$ cat src/rtl/mem_bus_responder_pkg.sv
// Shared definitions for the nibble-serial memory bus responder: message codes,
// field widths and the receive/transmit state encodings.
package mem_bus_responder_pkg;

    localparam int unsigned MSG_TYPE_BITS = 2;
    localparam int unsigned NIBBLE_BITS   = 4;
    localparam int unsigned BYTE_BITS     = 8;

    typedef enum logic [MSG_TYPE_BITS-1:0] {
        MSG_NOP   = 2'd0,
        MSG_READ  = 2'd1,
        MSG_WRITE = 2'd2,
        MSG_FETCH = 2'd3
    } msg_type_e;

    typedef enum logic [1:0] {
        RxIdle,
        RxAddr,
        RxData,
        RxIssue
    } rx_state_e;

    typedef enum logic [1:0] {
        TxIdle,
        TxWait,
        TxLo,
        TxHi
    } tx_state_e;

    // A header starts a message only if its reserved bits are clear and it is not a NOP.
    function automatic logic header_valid(input logic [NIBBLE_BITS-1:0] nib);
        return (nib[NIBBLE_BITS-1:MSG_TYPE_BITS] == '0) &&
               (msg_type_e'(nib[MSG_TYPE_BITS-1:0]) != MSG_NOP);
    endfunction

endpackage

$ cat src/rtl/mem_bus_responder_if.sv
// CPU-side nibble bus: request nibbles from the CPU, response nibbles back to it.
interface mem_bus_responder_if;
    import mem_bus_responder_pkg::*;

    logic                   req_valid;
    logic [NIBBLE_BITS-1:0] req_nibble;
    logic                   rsp_valid;
    logic [NIBBLE_BITS-1:0] rsp_nibble;

    // CPU side
    modport master (
        output req_valid,
        output req_nibble,
        input  rsp_valid,
        input  rsp_nibble
    );

    // Memory-side responder
    modport slave (
        input  req_valid,
        input  req_nibble,
        output rsp_valid,
        output rsp_nibble
    );

endinterface

$ cat src/rtl/mem_bus_rsp_tx.sv
// Transmit side: one-entry response buffer, start delay, LO/HI nibble sequencing and
// sticky overflow when a read result arrives while the buffer still holds unsent data.
module mem_bus_rsp_tx
    import mem_bus_responder_pkg::*;
#(
    parameter int unsigned RSP_DELAY = 1
) (
    input  logic                   clk,
    input  logic                   rst_n,
    input  logic                   capture,
    input  logic [BYTE_BITS-1:0]   cap_data,
    output logic                   rsp_valid,
    output logic [NIBBLE_BITS-1:0] rsp_nibble,
    output logic                   pending,
    output logic                   overflow
);

    // WAIT is entered with the count of remaining extra cycles minus one.
    localparam logic [3:0] WAIT_INIT = (RSP_DELAY == 0) ? 4'd0 : 4'(RSP_DELAY - 1);

    tx_state_e            state;
    logic [BYTE_BITS-1:0] rsp_byte;
    logic                 full;
    logic [3:0]           wait_cnt;
    logic                 accept;

    // Buffer can take a new byte when empty, or in the HI cycle as it drains.
    always_comb begin
        accept = capture && (!full || (state == TxHi));
    end

    // Transmit FSM with registered response outputs.
    always_ff @(posedge clk or negedge rst_n) begin
        if (!rst_n) begin
            state      <= TxIdle;
            rsp_byte   <= '0;
            full       <= 1'b0;
            wait_cnt   <= '0;
            rsp_valid  <= 1'b0;
            rsp_nibble <= '0;
            overflow   <= 1'b0;
        end else begin
            if (capture && !accept) begin
                overflow <= 1'b1;
            end
            if (accept) begin
                rsp_byte <= cap_data;
                full     <= 1'b1;
                if (RSP_DELAY == 0) begin
                    state      <= TxLo;
                    rsp_valid  <= 1'b1;
                    rsp_nibble <= cap_data[3:0];
                end else begin
                    state      <= TxWait;
                    wait_cnt   <= WAIT_INIT;
                    rsp_valid  <= 1'b0;
                    rsp_nibble <= '0;
                end
            end else begin
                case (state)
                    TxIdle: state <= TxIdle;
                    TxWait: begin
                        if (wait_cnt == 4'd0) begin
                            state      <= TxLo;
                            rsp_valid  <= 1'b1;
                            rsp_nibble <= rsp_byte[3:0];
                        end else begin
                            wait_cnt <= wait_cnt - 4'd1;
                        end
                    end
                    TxLo: begin
                        state      <= TxHi;
                        rsp_nibble <= rsp_byte[7:4];
                    end
                    TxHi: begin
                        state      <= TxIdle;
                        full       <= 1'b0;
                        rsp_valid  <= 1'b0;
                        rsp_nibble <= '0;
                    end
                    default: state <= TxIdle;
                endcase
            end
        end
    end

    assign pending = full;

endmodule

$ cat src/rtl/mem_bus_responder.sv
// Memory-side end of the nibble-serial bus: decodes request messages, drives a simple
// synchronous memory port and hands read data to the transmit side.
module mem_bus_responder
    import mem_bus_responder_pkg::*;
#(
    parameter int unsigned ADDR_BITS = 16,
    parameter int unsigned RSP_DELAY = 1
) (
    input  logic                  clk,
    input  logic                  rst_n,
    mem_bus_responder_if.slave    bus,
    output logic [ADDR_BITS-1:0]  mem_addr,
    output logic                  mem_re,
    output logic                  mem_we,
    output logic [BYTE_BITS-1:0]  mem_wdata,
    input  logic [BYTE_BITS-1:0]  mem_rdata,
    output logic                  busy,
    output logic                  overflow
);

    localparam int unsigned ADDR_NIBBLES = ADDR_BITS / NIBBLE_BITS;
    localparam logic [7:0]  LAST_ADDR    = 8'(ADDR_NIBBLES - 1);

    rx_state_e                       rx_state;
    logic                            rx_write;
    logic [7:0]                      nib_cnt;
    logic [ADDR_BITS-1:0]            addr_sr;
    logic [NIBBLE_BITS-1:0]          data_lo;
    logic [ADDR_BITS+NIBBLE_BITS-1:0] addr_cat;
    logic [ADDR_BITS-1:0]            addr_next;
    logic                            rd_pend;
    logic                            tx_rsp_valid;
    logic [NIBBLE_BITS-1:0]          tx_rsp_nibble;
    logic                            tx_pending;

    // Address arrives LS nibble first, so each new nibble enters at the top and shifts down.
    always_comb begin
        addr_cat  = {bus.req_nibble, addr_sr};
        addr_next = addr_cat[ADDR_BITS+NIBBLE_BITS-1:NIBBLE_BITS];
    end

    // Receive FSM with registered memory strobes; strobes are high only in ISSUE.
    always_ff @(posedge clk or negedge rst_n) begin
        if (!rst_n) begin
            rx_state  <= RxIdle;
            rx_write  <= 1'b0;
            nib_cnt   <= '0;
            addr_sr   <= '0;
            data_lo   <= '0;
            mem_addr  <= '0;
            mem_re    <= 1'b0;
            mem_we    <= 1'b0;
            mem_wdata <= '0;
        end else begin
            mem_re <= 1'b0;
            mem_we <= 1'b0;
            case (rx_state)
                RxIdle: begin
                    if (bus.req_valid && header_valid(bus.req_nibble)) begin
                        rx_write <= (msg_type_e'(bus.req_nibble[1:0]) == MSG_WRITE);
                        nib_cnt  <= '0;
                        rx_state <= RxAddr;
                    end
                end
                RxAddr: begin
                    if (bus.req_valid) begin
                        addr_sr <= addr_next;
                        if (nib_cnt == LAST_ADDR) begin
                            nib_cnt <= '0;
                            if (rx_write) begin
                                rx_state <= RxData;
                            end else begin
                                rx_state <= RxIssue;
                                mem_addr <= addr_next;
                                mem_re   <= 1'b1;
                            end
                        end else begin
                            nib_cnt <= nib_cnt + 8'd1;
                        end
                    end
                end
                RxData: begin
                    if (bus.req_valid) begin
                        if (nib_cnt == 8'd0) begin
                            data_lo <= bus.req_nibble;
                            nib_cnt <= 8'd1;
                        end else begin
                            rx_state  <= RxIssue;
                            mem_addr  <= addr_sr;
                            mem_we    <= 1'b1;
                            mem_wdata <= {bus.req_nibble, data_lo};
                        end
                    end
                end
                RxIssue: rx_state <= RxIdle;
                default: rx_state <= RxIdle;
            endcase
        end
    end

    // Read data is valid the cycle after the strobe; mark that cycle for capture.
    always_ff @(posedge clk or negedge rst_n) begin
        if (!rst_n) begin
            rd_pend <= 1'b0;
        end else begin
            rd_pend <= mem_re;
        end
    end

    mem_bus_rsp_tx #(
        .RSP_DELAY (RSP_DELAY)
    ) u_tx (
        .clk        (clk),
        .rst_n      (rst_n),
        .capture    (rd_pend),
        .cap_data   (mem_rdata),
        .rsp_valid  (tx_rsp_valid),
        .rsp_nibble (tx_rsp_nibble),
        .pending    (tx_pending),
        .overflow   (overflow)
    );

    assign bus.rsp_valid  = tx_rsp_valid;
    assign bus.rsp_nibble = tx_rsp_nibble;

    // A read between ISSUE and capture still counts as a pending response.
    assign busy = (rx_state != RxIdle) || rd_pend || tx_pending;

endmodule

$ cat src/flat_wrapper.sv
// flat-port wrapper written by rule: the top's interface ports become plain ports
module mem_bus_responder_flat import mem_bus_responder_pkg::*;
#(
    parameter int unsigned ADDR_BITS = 16,
    parameter int unsigned RSP_DELAY = 1
)
  (clk, rst_n, mem_addr, mem_re, mem_we, mem_wdata, mem_rdata, busy, overflow, bus_req_valid, bus_req_nibble, bus_rsp_valid, bus_rsp_nibble);
  mem_bus_responder_if bus_i ();
  input  logic clk;
  input  logic rst_n;
  output logic [ADDR_BITS-1:0] mem_addr;
  output logic mem_re;
  output logic mem_we;
  output logic [BYTE_BITS-1:0] mem_wdata;
  input  logic [BYTE_BITS-1:0] mem_rdata;
  output logic busy;
  output logic overflow;
  input wire logic [$bits(bus_i.req_valid)-1:0] bus_req_valid;
  input wire logic [$bits(bus_i.req_nibble)-1:0] bus_req_nibble;
  output wire logic [$bits(bus_i.rsp_valid)-1:0] bus_rsp_valid;
  output wire logic [$bits(bus_i.rsp_nibble)-1:0] bus_rsp_nibble;
  assign bus_i.req_valid = bus_req_valid;
  assign bus_i.req_nibble = bus_req_nibble;
  assign bus_rsp_valid = bus_i.rsp_valid;
  assign bus_rsp_nibble = bus_i.rsp_nibble;
  mem_bus_responder #(.ADDR_BITS(ADDR_BITS), .RSP_DELAY(RSP_DELAY)) u_core (.clk(clk), .rst_n(rst_n), .bus(bus_i), .mem_addr(mem_addr), .mem_re(mem_re), .mem_we(mem_we), .mem_wdata(mem_wdata), .mem_rdata(mem_rdata), .busy(busy), .overflow(overflow));
endmodule
$ cat config.mk
export PLATFORM = sky130hd
export DESIGN_NAME = mem_bus_responder_flat
export DESIGN_NICKNAME = d
export VERILOG_FILES = /design/src/rtl/mem_bus_responder_pkg.sv /design/src/rtl/mem_bus_responder_if.sv /design/src/rtl/mem_bus_rsp_tx.sv /design/src/rtl/mem_bus_responder.sv /design/src/flat_wrapper.sv
export SDC_FILE = /design/constraint.sdc
export NUM_CORES = 1
export LEC_CHECK = 0
export CAP_MARGIN = 20
export CORE_MARGIN = 2
export CORE_UTILIZATION = 45
export CTS_BUF_LIST = sky130_fd_sc_hd__clkbuf_4 sky130_fd_sc_hd__clkbuf_8 sky130_fd_sc_hd__clkbuf_16
export DETAILED_ROUTE_END_ITERATION = 7
export PLACE_DENSITY_LB_ADDON = 0.12
export RECOVER_POWER = 100
export SLEW_MARGIN = 30
export SYNTH_ARGS = -nofsm -noshare
export SYNTH_HDL_FRONTEND = slang
export SYNTH_SLANG_ARGS = --single-unit
export TNS_END_PERCENT = 50
$ cat constraint.sdc
create_clock -name clk -period 2.7 [get_ports clk]
set_input_delay 0.81 -clock clk [delete_from_list [all_inputs] [get_ports clk]]
set_output_delay 0.81 -clock clk [all_outputs]
set_load 0.01 [all_outputs]
==> run metrics, run 1 <==
final setup fails 0; clk buf depth 2; pin count of the biggest net entering global routing 37; status finished, violations left; drt total wl 7.25 mm; relative slew slack -32.3%; CTS tree built; core area 8130 um^2; Avg Cell Area, Syn 12.1 um^2; Die W 95.3 um; Area Overhead vs Synth 22.5%; WP data required 2.93 ns; Final Hold Vio Count 0; Slowest-stage cell, CP a2111o_1; yosys warns 0; element type at the critical path end register; Final nets 397; layout cell share with drive strength beyond 1 25.9%; Placed Cells approximately 460; delay-heaviest family, CP compound AO/OA/AOI/OAI gates; final worst slack 0.114 ns; actual slew at the worst max-slew pin 1.98 ns; Layout Cells excl Fill 480; Final Cycle Share 95.8%; post-cts gate resize count 0; Setup WS pre-CTS -0.222 ns; Max VDD drop 0.526 mV; share of the yosys chip area belonging to registers 52.7%; clock transition at the registers of the reported paths roughly 0.07 ns; cell-internal power around 3.4 mW; first-pass GRT wire length 12.2 mm; initial drt markers 120; IO Port Bufs 47; critical path type in2reg; FMAX 387 MHz; Synth Register Bits 79; Post-synth EDFFs 0; CTS sink count 79; max-slew violation count 37; Num CTS Buffers 9; initial antenna violation count 0; vias per cell roughly 5.3; Ports 48; worst skew pair latency 0.35 ns; Placer Congestion 0.828; startpoint types input port; leakage power roughly 2.1 nW; routed len/inst 15.1 um; Switch Pwr 1.70 mW; Clk Tree Root Cell clkbuf_8; GRT overflow 0; final clock skew 0.0121 ns; post-synthesis cell type count between 40 and 50; die area 9080 um^2; sequential share of power between 30% and 40%; initial core utilization 46.1%; antenna viol nets, final 0; syn nets 337; CTS H-tree depth 3; GRT Overall Usage 17.5%; min Tclk post-route 2.59 ns; Post-route DRC 0; Ant. Diodes 0; crit path cell chain clkdlybuf4s50_1 -> or3b_1 -> a2111o_1 -> a211o_1 -> a32o_1; setup repair bufs after CTS 0; Gate power share between 40% and 50%; Tot Pwr 5.10 mW; Sw Share 33.4%; setup TNS 0 ns; post-DP HPWL 5.02 mm; CP Max Fanout 8; crit path DAT 2.82 ns; vias 2537; Power Density ~1100 nW/um^2; unrepaired setup endpoints after global routing no; failing checks max-capacitance violations, max-slew violations; Crit path largest cell delay 0.59 ns; CP bufs+invs 1; Syn Inst Count 310; Post-CTS Hold Fix Bufs 0; # Max-Cap Violations 1; clock power share around a fifth; HP Class reg2reg; Vert. Die Dim 95.3 um; Cell Area, Synth 3750 um^2; Post-synth ARST share 100%; ys flop type dfrtp_1; Rows 33; vias in the first global route 2518; First-pass DRT Iterations 5
==> cell usage after synthesis (all sizes together) (2+ instances only) <==
| master | number | area [um^2] |
|---|---|---|
| a211o | 5 | 43.8 |
| a211oi | 6 | 45.0 |
| a21oi | 4 | 31.3 |
| a22oi | 4 | 30.0 |
| a31oi | 5 | 31.3 |
| a32o | 5 | 50.1 |
| and2 | 3 | 18.8 |
| and3 | 2 | 12.5 |
| buf | 5 | 30.0 |
| clkbuf | 5 | 18.8 |
| dfrtp | 79 | 1980 |
| ha | 12 | 150 |
| inv | 11 | 41.3 |
| mux2 | 61 | 687 |
| mux2i | 2 | 20.0 |
| nand2 | 35 | 131 |
| nand3 | 8 | 40.0 |
| nand4 | 4 | 25.0 |
| nor2 | 20 | 75.1 |
| nor3b | 3 | 22.5 |
| nor4 | 2 | 27.5 |
| o21ai | 4 | 23.8 |
| o31ai | 3 | 22.5 |
| or2 | 4 | 25.0 |
| or3b | 2 | 17.5 |
| xor2 | 2 | 17.5 |
==> cells by family (layout without fill, tap and decap cells) <==
kind of cell             Yosys count  after routing  share of synthesized area [%]
buffers and inverters             21             86                           2.40
AO/OA/AOI/OAI                     43             43                           9.18
AND/OR/NAND/NOR                   89             89                           12.1
XOR/XNOR                           3              3                          0.701
multiplexers                      63             63                           18.9
flip-flops                        79             79                           52.7
adder cells (fa/ha/maj)           12             12                           4.01
==> power by group through the flow <==
stage | Combinational [mW] | Clock (mW) | Sequential, mW
after floorplan | 1.45 | 0 | 1.99
after global placement | 2.27 | 0 | 1.94
after detailed placement | 2.30 | 0 | 1.95
after CTS | 2.32 | 1.01 | 1.94
after global routing | 2.43 | 1.05 | 1.99
final | 2.20 | 0.979 | 1.92
==> sequential cells by signal, summed over array words and instances, names as in the netlist, 4 cells and up <==
| name | cells |
|---|---|
| u_core.addr_sr | 16 |
| u_core.data_lo | 4 |
| u_core.mem_addr | 16 |
| u_core.mem_wdata | 8 |
| u_core.nib_cnt | 8 |
| u_core.u_tx.rsp_byte | 8 |
| u_core.u_tx.rsp_nibble | 4 |
| u_core.u_tx.wait_cnt | 4 |
==> layer usage <==
| layer | share of wire [%] | up-vias | GRT usage (%) |
|---|---|---|---|
| met1 | 47 | 1234 | 24.2 |
| met4 | 1.6 | 0 | 7.61 |
| li1 | - | 1232 | - |
| met3 | 5.2 | 9 | 3.72 |
| met2 | 46 | 62 | 26.8 |
| met5 | 0 | - | 0 |
==> through the flow <==
step | hold WS, ns | utilization [%] | instance area [um^2]
after floorplan | 0.416 | - | 3750
after global placement | 0.398 | 54.0 | 4390
after detailed placement | 0.399 | 54.0 | 4390
after CTS | 0.412 | 56.7 | 4620
after global routing | 0.432 | 56.4 | 4590
final | 0.418 | 56.4 | 4590
==> worst paths after layout <==
check	start	to	slack, ns	cells past startpoint
worst max-delay path	bus_req_valid	u_core.nib_cnt[3]	0.11	5
min in group asynchronous	rst_n	u_core.u_tx.wait_cnt[2]	1.00	1
worst max register to register	u_core.nib_cnt[3]	u_core.mem_addr[4]	0.40	4
max in group asynchronous	rst_n	u_core.u_tx.overflow	0.50	2
worst min-delay path	u_core.mem_re	u_core.rd_pend	0.42	0
worst min register to register	u_core.mem_re	u_core.rd_pend	0.42	0
==> layout make-up <==
| class | count | area, um^2 |
|---|---|---|
| fill | 696 | 3540 |
| sequential | 79 | 1980 |
| multi-input combinational | 210 | 1680 |
| timing repair buffer | 59 | 539 |
| clock buffer | 11 | 145 |
| tap | 105 | 131 |
| clock inverter | 5 | 81.3 |
| inverter | 11 | 41.3 |
==> cells in the final DEF (no fill, tap or decap), types with 4 or more instances in the layout <==
| cell type | count |
|---|---|
| nand4_1 | 4 |
| dlygate4sd3_1 | 32 |
| nand2_1 | 35 |
| ha_1 | 11 |
| clkbuf_8 | 10 |
| a211oi_1 | 6 |
| clkbuf_1 | 5 |
| clkdlybuf4s50_1 | 14 |
| nand3_1 | 8 |
| a31oi_1 | 5 |
| inv_1 | 11 |
| or2_2 | 4 |
| dfrtp_1 | 79 |
| a211o_1 | 5 |
| mux2_2 | 61 |
| buf_4 | 8 |
| a22oi_1 | 4 |
| nor2_1 | 20 |
| a32o_1 | 5 |
Note: power is estimated with default switching activity, not from simulation.
==> run 2: changes to the inputs <==
--- a/config.mk
+++ b/config.mk
@@ -10,7 +10,7 @@
 export CORE_UTILIZATION = 45
 export CTS_BUF_LIST = sky130_fd_sc_hd__clkbuf_4 sky130_fd_sc_hd__clkbuf_8 sky130_fd_sc_hd__clkbuf_16
 export DETAILED_ROUTE_END_ITERATION = 7
-export PLACE_DENSITY_LB_ADDON = 0.12
+export PLACE_DENSITY = 0.7
 export RECOVER_POWER = 100
 export SLEW_MARGIN = 30
 export SYNTH_ARGS = -nofsm -noshare
==> run 2 against run 1 <==
The run now ends clean. Core utilization is 0.72 points lower. Clock skew down 0.0015 ns. Final area decreased by 1.3%. Total power down 3.7%. Maximum frequency rose by 0.66%. Global-route usage is 0.16 points lower. Via count rose by 1.3%. Clock power down 19%. Register-to-register slack worse by 0.05 ns. Sequential share of layout area is 0.56 points higher. Critical path type unchanged.
==> run metrics, run 2 (synthesis gave the netlist of run 1 again) <==
worst skew pair latency 0.36 ns (about the same); first-pass GRT wire length 12.0 mm (-1.8%); drt total wl 7.14 mm (-1.5%); final setup fails 0 (unchanged); top layer in use met4; R2R Setup Slk 0.35 ns (-0.05 ns); First-pass DRT Iterations 4 (-1); core area 8130 um^2 (unchanged); final clock skew 0.0107 ns (-0.00148 ns); Clk Tree Root Cell clkbuf_8; relative slew slack 30.8% (+63 points); # Max-Cap Violations 0 (-1); FMAX 389 MHz (+0.66%); sequential share of power 39.2% (+1.5 points); CTS sink count 79 (unchanged); initial antenna violation count 0 (unchanged); clock transition at the registers of the reported paths 0.08 ns (about the same); Sw Share 35.2% (+1.9 points); final core occ 55.7% (-0.72 points); WL met3 373 um (-0.80%); pin count of the biggest net entering global routing 41 (+11%); Power Density 1080 nW/um^2 (-2.5%); Num CTS Buffers 9 (unchanged); hold path cells 0 (unchanged); Final Cycle Share 95.2% (-0.63 points); Max VDD drop 0.548 mV (+4.2%); IO Port Bufs 47 (unchanged); Placed Cells 462 (-0.43%); critical path type in2reg; die area 9080 um^2 (unchanged); M1 WL 3.32 mm (-3.0%); Placer Congestion 0.825 (-0.31%); Vert. Die Dim 95.3 um (unchanged); clock power share 16.2% (-3.0 points); post-DP HPWL 4.92 mm (-2.0%); Gate power share 44.6% (+1.5 points); Die W 95.3 um (unchanged); vias per cell 5.38 (+1.8%); vias 2571 (+1.3%); max-slew violation count 0 (-100%); CP Max Fanout 8 (unchanged); setup TNS 0 ns (unchanged); initial drt markers 205 (+71%); Finished Cell Area 4530 um^2 (-1.3%); Final nets 395 (-0.50%); vias in the first global route 2552 (+1.4%); cell-internal power 3.18 mW (-6.4%); Placed Area 4390 um^2 (about the same); post-cts gate resize count 0 (unchanged); Ports 48 (unchanged); Ant. Diodes 0 (unchanged); startpoint types input port; Reg2Reg Depth 6 (+2); clk buf depth 2 (unchanged); DR WL met2 3.28 mm (-1.4%); Largest regs u_core.addr_sr (16), u_core.mem_addr (16); Area Overhead vs Synth 20.9%; initial core utilization 46.1% (unchanged); WP data required 2.96 ns (+0.03 ns); Post-route DRC 0 (unchanged); commonest non-fill, non-tap cell in the layout dfrtp_1; CTS tree built; Post-CTS Hold Fix Bufs 0 (unchanged); Layout Cells excl Fill 478 (-0.42%); crit path DAT 2.83 ns (about the same); Switch Pwr 1.73 mW (+1.6%); GRT overflow 0 (unchanged); Rows 33 (unchanged); leakage power 2.02 nW (-1.4%); layout cell share with drive strength beyond 1 25.5% (-0.40 points); min Tclk post-route 2.57 ns (-0.0169 ns); routed len/inst 14.9 um (-1.1%); unrepaired setup endpoints after global routing no; setup repair bufs after CTS 0 (unchanged); antenna viol nets, final 0 (unchanged); commonest non-fill, non-tap cells in the layout dfrtp_1, mux2_2, nand2_1, dlygate4sd3_1, nor2_1; status finished, final reports clean; actual slew at the worst max-slew pin 1.04 ns (-0.946 ns); element type at the critical path end register; HP Class reg2reg; CTS H-tree depth 3 (unchanged); GRT Overall Usage 17.4% (-0.16 points); Final Hold Vio Count 0 (unchanged)
==> run 2: changes by cell type in the layout (fill, tap and decap cells not counted), sizes merged <==
| cell | change |
|---|---|
| bufinv | -2 |
| clkbuf | -1 |
| buf | -3 |
| clkdlybuf4s50 | -1 |
| dlymetal6s4s | +1 |
| inv | +1 |
| clkinvlp | +2 |
| dlygate4sd3 | +1 |
==> run 2: path summary, 6_finish.rpt <==
check,from,endpoint
worst max-delay path,bus_req_valid,u_core.nib_cnt[3]
worst min-delay path,u_core.mem_re,u_core.rd_pend
worst max register to register,u_core.rx_state[0],u_core.mem_addr[11]
worst min register to register,u_core.mem_re,u_core.rd_pend
max in group asynchronous,rst_n,u_core.mem_wdata[0]
min in group asynchronous,rst_n,u_core.u_tx.rsp_byte[7]
==> run 2: final cells by class <==
type | count | area, um^2
repair buffers | 57 | 531
flip-flops and latches | 79 | 1980
well taps | 105 | 131
clock buffers | 10 | 131
inverters | 11 | 41.3
multi-input cells | 210 | 1680
fillers | 708 | 3600
clock inverters | 6 | 45.0
==> run 2: through the flow <==
stage / power [mW] / hold slack [ns] / worst slack [ns]
final: 4.91 / 0.383 / 0.131
after global placement: 4.18 / 0.364 / -0.175
after CTS: 5.06 / 0.390 / 0.0492
after floorplan: 3.43 / 0.416 / 0.381
after detailed placement: 4.24 / 0.372 / -0.176
after global routing: 5.27 / 0.389 / 0.0669
==> run 2: critical path, stage by stage <==
cell           delay [ns]
dlygate4sd3_1        0.55
or3b_1               0.37
a2111o_1             0.58
a211o_1              0.32
a32o_1               0.20
==> run 2: power groups by stage <==
stage,logic (mW),registers (mW),clock network [mW]
floorplan,1.45,1.99,0
global placement,2.24,1.94,0
detailed placement,2.29,1.95,0
CTS,2.31,1.94,0.817
global route,2.42,1.99,0.858
finish,2.19,1.92,0.795
==> run 2: per-layer routing <==
metal,GRT usage [%],up-vias
li1,-,1229
met1,23.1,1256
met2,27.0,70
met3,3.87,16
met4,8.33,0
met5,0,-
==> run 3: changes to the inputs <==
--- a/config.mk
+++ b/config.mk
@@ -10,6 +10,7 @@
 export CORE_UTILIZATION = 45
 export CTS_BUF_LIST = sky130_fd_sc_hd__clkbuf_4 sky130_fd_sc_hd__clkbuf_8 sky130_fd_sc_hd__clkbuf_16
 export DETAILED_ROUTE_END_ITERATION = 7
+export GPL_ROUTABILITY_DRIVEN = 0
 export PLACE_DENSITY = 0.7
 export RECOVER_POWER = 100
 export SLEW_MARGIN = 30
==> run 3 against run 2 <==
Sequential power is essentially flat. Sequential share of layout area shrank 0.36 points. Critical path depth unchanged. Combinational power is essentially flat. Critical path type unchanged. Largest power group unchanged. Routed wire length shrank 0.49%. Hold slack improved by 0.0079 ns. The run now ends with max-capacitance violations, max-slew violations left. Cell count decreased by 0.42%. Clock power is 17% higher.
==> run metrics, run 3 (synthesis gave the netlist of run 1 again) <==
status finished, violations left; failing checks max-capacitance violations, max-slew violations; Reg2Reg Depth 6 (unchanged); Max VDD drop 0.552 mV (+0.74%); GRT overflow 0 (unchanged); relative slew slack -23.0% (-54 points); Final Cycle Share 96.5% (+1.4 points); hold path cells 0 (unchanged); routed len/inst 14.9 um (about the same); max-slew violation count 34 (+34); Vert. Die Dim 95.3 um (unchanged); Post-route DRC 0 (unchanged); final clock skew 0.00941 ns (-0.00124 ns); pin count of the biggest net entering global routing 47 (+15%); drt total wl 7.11 mm (-0.49%); clk buf depth 2 (unchanged); min Tclk post-route 2.61 ns (+0.0368 ns); Num CTS Buffers 9 (unchanged); Placed Area 4370 um^2 (-0.34%); HP Start u_core.mem_re; antenna viol nets, final 0 (unchanged); Post-CTS Hold Fix Bufs 0 (unchanged); WP data required 2.94 ns (-0.02 ns); First-pass DRT Iterations 4 (unchanged); post-DP HPWL 4.80 mm (-2.4%); first-pass GRT wire length 12.2 mm (+1.3%); actual slew at the worst max-slew pin 1.85 ns (+0.807 ns); CTS H-tree depth 3 (unchanged); element type at the critical path end register; CTS tree built; unrepaired setup endpoints after global routing no; reg-to-reg endpoint u_core.nib_cnt[3]; Final nets 393 (-0.51%); Final Hold Vio Count 0 (unchanged); vias 2530 (-1.6%); CTS sink count 79 (unchanged); Largest regs u_core.addr_sr (16), u_core.mem_addr (16); WHS 0.391 ns (+0.00785 ns); # Max-Cap Violations 1 (+1); Power Density 1100 nW/um^2 (+1.9%); CP Max Fanout 8 (unchanged); layout cell share with drive strength beyond 1 25.6% (+0.14 points); Hold EP u_core.rd_pend; vias per cell 5.32 (-1.2%); commonest non-fill, non-tap cell in the layout dfrtp_1; startpoint types input port; HP Class reg2reg; Rows 33 (unchanged); Finished Cell Area 4570 um^2 (+0.83%); vias in the first global route 2586 (+1.3%); initial core utilization 46.1% (unchanged); Area Overhead vs Synth 21.9%; worst skew pair latency 0.35 ns (about the same); core area 8130 um^2 (unchanged); R2R Path Start u_core.rx_state[0]; critical path type in2reg; IO Port Bufs 47 (unchanged); setup TNS 0 ns (unchanged); GRT Overall Usage 17.4% (about the same); R2R Setup Slk 0.36 ns (about the same); leakage power 2.04 nW (+0.73%); Die W 95.3 um (unchanged); FMAX 384 MHz (-1.4%); commonest non-fill, non-tap cells in the layout dfrtp_1, mux2_2, nand2_1, dlygate4sd3_1, nor2_1; die area 9080 um^2 (unchanged); clock transition at the registers of the reported paths 0.08 ns (about the same); Clk Tree Root Cell clkbuf_8; initial drt markers 125 (-39%); Ports 48 (unchanged); final setup fails 0 (unchanged); initial antenna violation count 0 (unchanged); Ant. Diodes 0 (unchanged); crit path DAT 2.85 ns (+0.02 ns)
run 3: changes by cell type in the layout (fill, tap and decap cells not counted):
cell	previous run	this run
buf_12	0	1
bufinv_16	0	1
clkbuf_1	4	3
clkbuf_2	1	0
clkbuf_4	1	0
clkbuf_8	9	11
clkinv_2	1	0
clkinv_4	1	2
clkinvlp_4	3	1
dlymetal6s4s_1	1	0
run 3: where the power goes:
| part | switching, mW | total [mW] | internal, mW |
|---|---|---|---|
| Combinational | 0.998 | 2.19 | 1.19 |
| Clock | 0.449 | 0.933 | 0.484 |
| Sequential | 0.276 | 1.92 | 1.64 |
run 3: layout make-up:
type | count | area, um^2
Inverter | 11 | 41.3
Clock inverter | 5 | 63.8
Fill cell | 712 | 3560
Tap cell | 105 | 131
Multi-Input combinational cell | 210 | 1680
Sequential cell | 79 | 1980
Clock buffer | 11 | 151
Timing Repair Buffer | 55 | 529
run 3: worst max-delay path by stage:
| stage | cells past startpoint | slack [ns] | start | to |
|---|---|---|---|---|
| 2_1_floorplan | 5 | 0.38 | bus_req_nibble[2] | u_core.nib_cnt[3] |
| 3_3_place_gp | 5 | -0.17 | bus_req_nibble[2] | u_core.nib_cnt[3] |
| 3_5_place_dp | 5 | -0.19 | bus_req_nibble[2] | u_core.nib_cnt[3] |
| 4_1_cts | 4 | 0.06 | u_core.rx_state[0] | busy |
| 5_1_grt | 4 | 0.05 | u_core.rx_state[0] | busy |
| 6_report | 5 | 0.09 | bus_req_valid | u_core.nib_cnt[3] |
run 3: metal layers:
layer | GRT usage [%] | vias up | wire [um] | part of all wire (%)
li1 | - | 1223 | - | -
met1 | 24.4 | 1241 | 3450 | 48
met2 | 26.1 | 57 | 3190 | 45
met3 | 3.16 | 9 | 357 | 5.0
met4 | 8.33 | 0 | 113 | 1.6
met5 | 0 | - | 0 | 0
run 3: per-stage QoR:
stage | util [%] | total power [mW] | cells | worst slack, ns
finish | 56.2 | 5.04 | 476 | 0.0940
global route | 56.2 | 5.41 | 476 | 0.0522
CTS | 56.4 | 5.20 | 476 | 0.0618
detailed placement | 53.7 | 4.23 | 460 | -0.187
global placement | 53.7 | 4.17 | 460 | -0.172
floorplan | - | 3.43 | 310 | 0.381
run 3: worst max-delay path: stages:
cell and delay (ns):
dlygate4sd3_1 0.54, or3b_1 0.37, a2111o_1 0.59, a211o_1 0.33, a32o_1 0.20
run 3: repair_timing:
action	CTS	global route
gates resized for setup	0	1
endpoints found under the setup margin	0	1
hold endpoints to repair	0	0
setup buffers	0	0
